==> config.mk <==
export PLATFORM = sky130hd
export DESIGN_NAME = keypad_matrix_driver
export DESIGN_NICKNAME = d
export VERILOG_FILES = /design/src/rtl/keypad_matrix_driver.sv
export SDC_FILE = /design/constraint.sdc
export NUM_CORES = 1
export LEC_CHECK = 0
export ABC_CLOCK_PERIOD_IN_PS = 3100
export CAP_MARGIN = 15
export CORE_UTILIZATION = 41
export DETAILED_ROUTE_END_ITERATION = 12
export PLACE_DENSITY = 0.67
export SLEW_MARGIN = 20
export SYNTH_ARGS = -nofsm -noshare
export SYNTH_HDL_FRONTEND = slang
export SYNTH_SLANG_ARGS = --single-unit
==> constraint.sdc <==
create_clock -name clk -period 3.1 [get_ports clk]
set_clock_uncertainty 0.05 [all_clocks]
set_input_delay 0.62 -clock clk [delete_from_list [all_inputs] [get_ports clk]]
set_output_delay 0.62 -clock clk [all_outputs]
set_load 0.05 [all_outputs]
==> src/rtl/keypad_matrix_driver.sv <==
// keypad_matrix_driver: 3x4 keypad emulator that holds a requested key closed against a column scanner.
// Defining KEYPAD_BOUNCE_EN adds LFSR-driven contact bounce around each valid press.
module keypad_matrix_driver #(
  parameter int HOLD_CYCLES   = 16,
  parameter int GAP_CYCLES    = 8,
  parameter int BOUNCE_CYCLES = 4
) (
  input  logic       clk,
  input  logic       reset,
  input  logic [3:0] key_code,
  input  logic       key_valid,
  output logic       key_ready,
  input  logic [2:0] columns,
  output logic [3:0] rows,
  output logic       pressed,
  output logic       done,
  output logic       err
);
  localparam int MHG = HOLD_CYCLES > GAP_CYCLES ? HOLD_CYCLES : GAP_CYCLES;
  localparam int MAXC = MHG > BOUNCE_CYCLES ? MHG : BOUNCE_CYCLES;
  localparam int CW = $clog2(MAXC + 1);
  localparam logic [CW-1:0] H_LAST = CW'(HOLD_CYCLES - 1);
  localparam logic [CW-1:0] G_LAST = CW'(GAP_CYCLES - 1);
  typedef enum logic [2:0] {
    IDLE, PRESS, GAP
`ifdef KEYPAD_BOUNCE_EN
    , BOUNCE_IN, BOUNCE_OUT
`endif
  } state_t;
  state_t state, nxt;
  logic [CW-1:0] cnt, cnt_d;
  logic [3:0] code;
  logic err_lat, pressed_d, done_d;
  logic [1:0] row, col;
  logic hit;
`ifdef KEYPAD_BOUNCE_EN
  localparam logic [CW-1:0] B_LAST = CW'(BOUNCE_CYCLES - 1);
  logic [7:0] lfsr, lfsr_d;
`endif
  assign key_ready = state == IDLE;
  always_comb begin
    nxt = state;
    case (state)
      IDLE:
`ifdef KEYPAD_BOUNCE_EN
        if (key_valid) nxt = key_code > 4'd11 ? GAP : BOUNCE_IN;
      BOUNCE_IN: if (cnt == B_LAST) nxt = PRESS;
      PRESS: if (cnt == H_LAST) nxt = BOUNCE_OUT;
      BOUNCE_OUT: if (cnt == B_LAST) nxt = GAP;
`else
        if (key_valid) nxt = key_code > 4'd11 ? GAP : PRESS;
      PRESS: if (cnt == H_LAST) nxt = GAP;
`endif
      GAP: if (cnt == G_LAST) nxt = IDLE;
      default: nxt = IDLE;
    endcase
    cnt_d = (nxt != state || state == IDLE) ? '0 : cnt + CW'(1);
    done_d = state == GAP && nxt == IDLE;
`ifdef KEYPAD_BOUNCE_EN
    lfsr_d = (nxt == BOUNCE_IN || nxt == BOUNCE_OUT) ?
             {lfsr[6:0], lfsr[7] ^ lfsr[5] ^ lfsr[4] ^ lfsr[3]} : lfsr;
    pressed_d = nxt == BOUNCE_IN  ? (cnt_d == B_LAST || lfsr[0]) :
                nxt == BOUNCE_OUT ? (cnt_d != B_LAST && lfsr[0]) :
                nxt == PRESS;
`else
    pressed_d = nxt == PRESS;
`endif
  end
  always_ff @(posedge clk or negedge reset) begin
    if (!reset) begin
      state   <= IDLE;
      cnt     <= '0;
      code    <= '0;
      err_lat <= 1'b0;
      pressed <= 1'b0;
      done    <= 1'b0;
      err     <= 1'b0;
`ifdef KEYPAD_BOUNCE_EN
      lfsr    <= 8'hA5;
`endif
    end else begin
      state   <= nxt;
      cnt     <= cnt_d;
      pressed <= pressed_d;
      done    <= done_d;
      err     <= done_d && err_lat;
      if (state == IDLE && key_valid) begin
        code    <= key_code;
        err_lat <= key_code > 4'd11;
      end
`ifdef KEYPAD_BOUNCE_EN
      lfsr    <= lfsr_d;
`endif
    end
  end
  // Stored key to (row, column) position on the telephone layout
  always_comb begin
    case (code)
      4'd0:    {row, col} = {2'd3, 2'd1};
      4'd1:    {row, col} = {2'd0, 2'd0};
      4'd2:    {row, col} = {2'd0, 2'd1};
      4'd3:    {row, col} = {2'd0, 2'd2};
      4'd4:    {row, col} = {2'd1, 2'd0};
      4'd5:    {row, col} = {2'd1, 2'd1};
      4'd6:    {row, col} = {2'd1, 2'd2};
      4'd7:    {row, col} = {2'd2, 2'd0};
      4'd8:    {row, col} = {2'd2, 2'd1};
      4'd9:    {row, col} = {2'd2, 2'd2};
      4'd10:   {row, col} = {2'd3, 2'd0};
      4'd11:   {row, col} = {2'd3, 2'd2};
      default: {row, col} = {2'd0, 2'd0};
    endcase
  end
  assign hit  = pressed && col != 2'd3 && !columns[col];
  assign rows = ~(4'(hit) << row);
endmodule

# Word level (Yosys, flattened, before mapping)
# Memories as Yosys holds them, arrays and structs flattened.
# Cells that the tools add are included.
# totals
out_inout_bits	8
word_cells	37
register_bits	16
mem_bits_ro	64
memories	1
input_bits	10
# classes
add_sub_neg	1
order_cmp	2
bitwise	1
n_mux	8
eq_ne	7
reduce_logical	9
shift	1
# memory_table
memory	depth	width	rd	rd_clocked_by_memory_dff	write_ports	line_no	rtl
(no name shown)	16	4	1	0	0	98	case (code)
# op_table
cell	count
3-bit two-way mux	3
3-bit case mux with 3 select lines	1
3-bit by 1-bit equality test with 1-bit output, second input constant	2
3-bit logical NOT	2
5-bit by 1-bit adder with 5-bit output, second input constant	1
5-bit by 3-bit equality test with 1-bit output, second input constant	1
5-bit by 4-bit equality test with 1-bit output, second input constant	1
1-bit logical AND	5
5-bit two-way mux	1
4-bit greater-than comparator, second input constant	1
4-bit inverter	1
1-bit by 2-bit << shifter with 4-bit output	1
3-bit by 2-bit equality test with 1-bit output, second input constant	1
2-bit by 3-bit < comparator with 1-bit output, second input constant	1
3-bit != test	1
1-bit binary-select mux with 2-bit select	1
2-bit two-way mux	1
2-bit != test, second input constant	1
1-bit logical NOT	1
1-bit logical OR	1
1-bit two-way mux	1

# Logic depth before layout (Yosys ltp)
# logic_depth
word_depth	7
mapped_depth	7

# Least setup slack after synthesis
# No wires, ideal clock.
# synth_timing
kind	flip-flop to output port
from	register code[1]
to	output port rows[1]
required_ns	2.430
path_stages_with_launch	6
path_slack_ns	0.750
t_arrival_ns	1.680
cell_sequence	dfrtp_1 clkbuf_1 a211oi_1 o21a_1 a2111oi_0 nand3_1
# synth_via
elab_chain_len	7
# synth_lines
element	line_no	rtl
from (decl)	32	logic [3:0] code;
from (signal assigned)	88	code <= key_code;
memory 16 x 4 bit (*)	-	
1-bit binary-select mux with 2-bit select	114	assign hit = pressed && col != 2'd3 && !columns[col];
1-bit two-way mux (not written as such)	114	
1-bit logical NOT	114	
1-bit logical AND	114	
1-bit by 2-bit << shifter with 4-bit output (*)	115	assign rows = ~(4'(hit) << row);
4-bit inverter (*)	115	
to (decl)	14	output logic [3:0] rows,
# Every way passes the cells marked *; elsewhere a longest branch is shown, timed or not. The select of a mux whose other input is x is not followed.

# Final worst setup path
# layout_timing
from	register code[2]
to	output port rows[0]
# Same word-level chain as after synthesis.

==> results_dict.tcl <==
set metrics [dict create \
    outcome "finished, final reports clean" \
    grt_usage 0.1577 \
    finalCritPeriodShare 0.9082 \
    clk_pin_slew_ns 0.09 \
    fp.dieW_um 49.49 \
    vias 751 \
    postRouteAntennaNets 0 \
    critPathLaunch "code[2]" \
    fillCellCount 187 \
    worst-path-max-fanout 12 \
    cts_resized 2 \
    ys_seq_elements 16 \
    fin_nets 124 \
    area.sequential_um2 400.4 \
    drtIter0Drc 12 \
    endpoint_kind "output pin" \
    dp.cells 134 \
    crit_path_end "rows[0]" \
    timing.fmax_mhz 355.2 \
    rsz0062_at_grt "no" \
    synth_nets 105 \
    slowest_delay_ns 0.52 \
    regToRegSetupSlack_ns 1.20 \
    die_h_um 49.49 \
    grt_antenna_before_repair 0 \
    htree_levels 1 \
    cts_root_buf "clkbuf_4" \
    maxSlewViolCount 0 \
    layout_commonest_cell "dfrtp_1" \
    grt_max_degree 17 \
    ys_async_sr_fraction 1.000 \
    grt_pass1_wl_um 2946 \
    crit_arrival_ns 2.15 \
    numPortBuffers 17 \
    crit_path_start_kind "register" \
    whs_path_depth 1 \
    start_util 0.4528 \
    holdWs_ns 0.4249 \
    clock-sinks 16 \
    cap_violations 0 \
    yosys_warnings 0 \
    avgRoutedWirePerCell_um 12.28 \
    dr.pass1.iters 4 \
    slew_headroom 0.5290 \
    crit_path_top_delay_cell "dlygate4sd2_1" \
    r2r-end "cnt[2]" \
    leakage_nw 0.4605 \
    cts_made_buffers 3 \
    drive_gt1_frac 0.1982 \
    hold_viol_final 0 \
    synthCells 93 \
    cts_hold_buffers 0 \
    io_pins 18 \
    antennaDiodeCount 0 \
    worst-setup-path-type "reg -> out" \
    post_cts_buffers 0 \
    avgSynthCellArea_um2 9.942 \
    r2r_cells 6 \
    clock_latency_ns 0.29 \
    gp_congestion 0.7878 \
    die_area_um2 2449 \
    peakVddDrop_mv 0.3825 \
    final_cell_count_no_fill 138 \
    grt_pass1_vias 670 \
    worst-slew-pin-transition_ns 0.7043 \
    cp_cell_sequence "or3_1, a21boi_0, o21ai_0, nand3_1, dlygate4sd2_1" \
    synth-edff-count 0 \
    synthToLayoutAreaGrowth_pct 23.95 \
    dp_hpwl_um 1240 \
    setup_violations 0 \
    synth_area_um2 924.6 \
    routed_via_density 5.442 \
    rows 16 \
    wl_um 1695 \
    power_w 0.0005771 \
    layout_common_cells "dfrtp_1 (16), clkdlybuf4s50_1 (13), nand2_1 (7)" \
    core-area_um2 2042 \
    yosysSeqAreaShare 0.4330 \
    fin_crit_ns 2.815 \
    synth.distinct_cells 38 \
    ys.flop_type "dfrtp_1" \
    drc 0 \
    power_density_nw_per_um2 503.5 \
    cts_tree "done" \
    regToRegStartpoint "cnt[0]" \
    critPathRequiredTime_ns 2.43 \
    hold_class "reg -> reg" \
    setup_tns_ns 0 \
    grt-ovfl-total 0 \
    multi_input_area_um2 475.5 \
    cts_buffer_depth 2 \
]
-- sequential cells by signal, summed over array words and instances (netlist names) --
name	cells
cnt	5
code	4
done	1
err	1
err_lat	1
pressed	1
state	3
-- worst min-delay path by stage --
stage / from / slack, ns / to
after floorplan: reset / 0.27 / cnt[0]
after global placement: cnt[0] / 0.41 / cnt[0]
after detailed placement: cnt[0] / 0.41 / cnt[0]
after CTS: cnt[0] / 0.43 / cnt[0]
after global routing: cnt[0] / 0.45 / cnt[0]
final: cnt[0] / 0.42 / cnt[0]
-- kinds of logic after synthesis --
logic type,Yosys count,synth area share
AND/OR/NAND/NOR,38,0.2544
other,1,0.004056
AO/OA/AOI/OAI,20,0.1732
flip-flops,16,0.4330
buffers and inverters,11,0.05277
multiplexers,3,0.03653
XOR/XNOR,2,0.01895
adder cells (fa/ha/maj),2,0.02706
-- Yosys cell counts, types with 2 or more instances --
master	number	area [um^2]
nor2_2	5	31.28
a21boi_0	2	15.01
mux2_2	3	33.78
o31ai_1	2	15.01
clkbuf_1	4	15.01
ha_1	2	25.02
nor4bb_1	2	20.02
o21a_1	2	15.01
a211oi_1	2	15.01
nand3_1	6	30.03
inv_1	6	22.52
dfrtp_1	16	400.4
nand2_1	7	26.28
o21ai_0	4	20.02
nor2_1	6	22.52
or3_1	2	12.51
-- final cells by class --
type,count,share of cell area
tap,27,0.02948
clock buffer,4,0.03166
sequential,16,0.3493
inverter,6,0.01965
timing repair buffer,19,0.1550
multi-input combinational,66,0.4148
-- stage by stage --
stage	setup WS, ns	instance area, um^2	utilization
3_3_place_gp	0.2216	1112	0.5447
4_1_cts	0.2709	1146	0.5613
2_1_floorplan	0.7498	924.6	-
3_5_place_dp	0.2203	1112	0.5447
6_report	0.2847	1146	0.5613
5_1_grt	0.07845	1146	0.5613
-- routing by layer --
metal  track usage  up-vias  part of all wire
li1              -      362                 -
met1        0.2067      361              0.44
met2        0.2580       24              0.49
met3       0.02160        4             0.048
met4       0.07143        0             0.017
met5             0        -                 0
-- critical path: cells and delay by family, from the launching register on --
family / cells / cell delay, ns
compound gates: 2 / 0.33
buf+inv: 1 / 0.52
flops: 1 / 0.50
simple gates: 2 / 0.51
-- report_power, final --
part	total [W]	switching, W	leakage, nW	internal [W]
clock network	0.000137	0.0000652	0.0210	0.0000716
logic	0.000184	0.0000996	0.230	0.0000845
registers	0.000256	0.0000278	0.209	0.000228
Note: power is estimated with default switching activity, not from simulation.
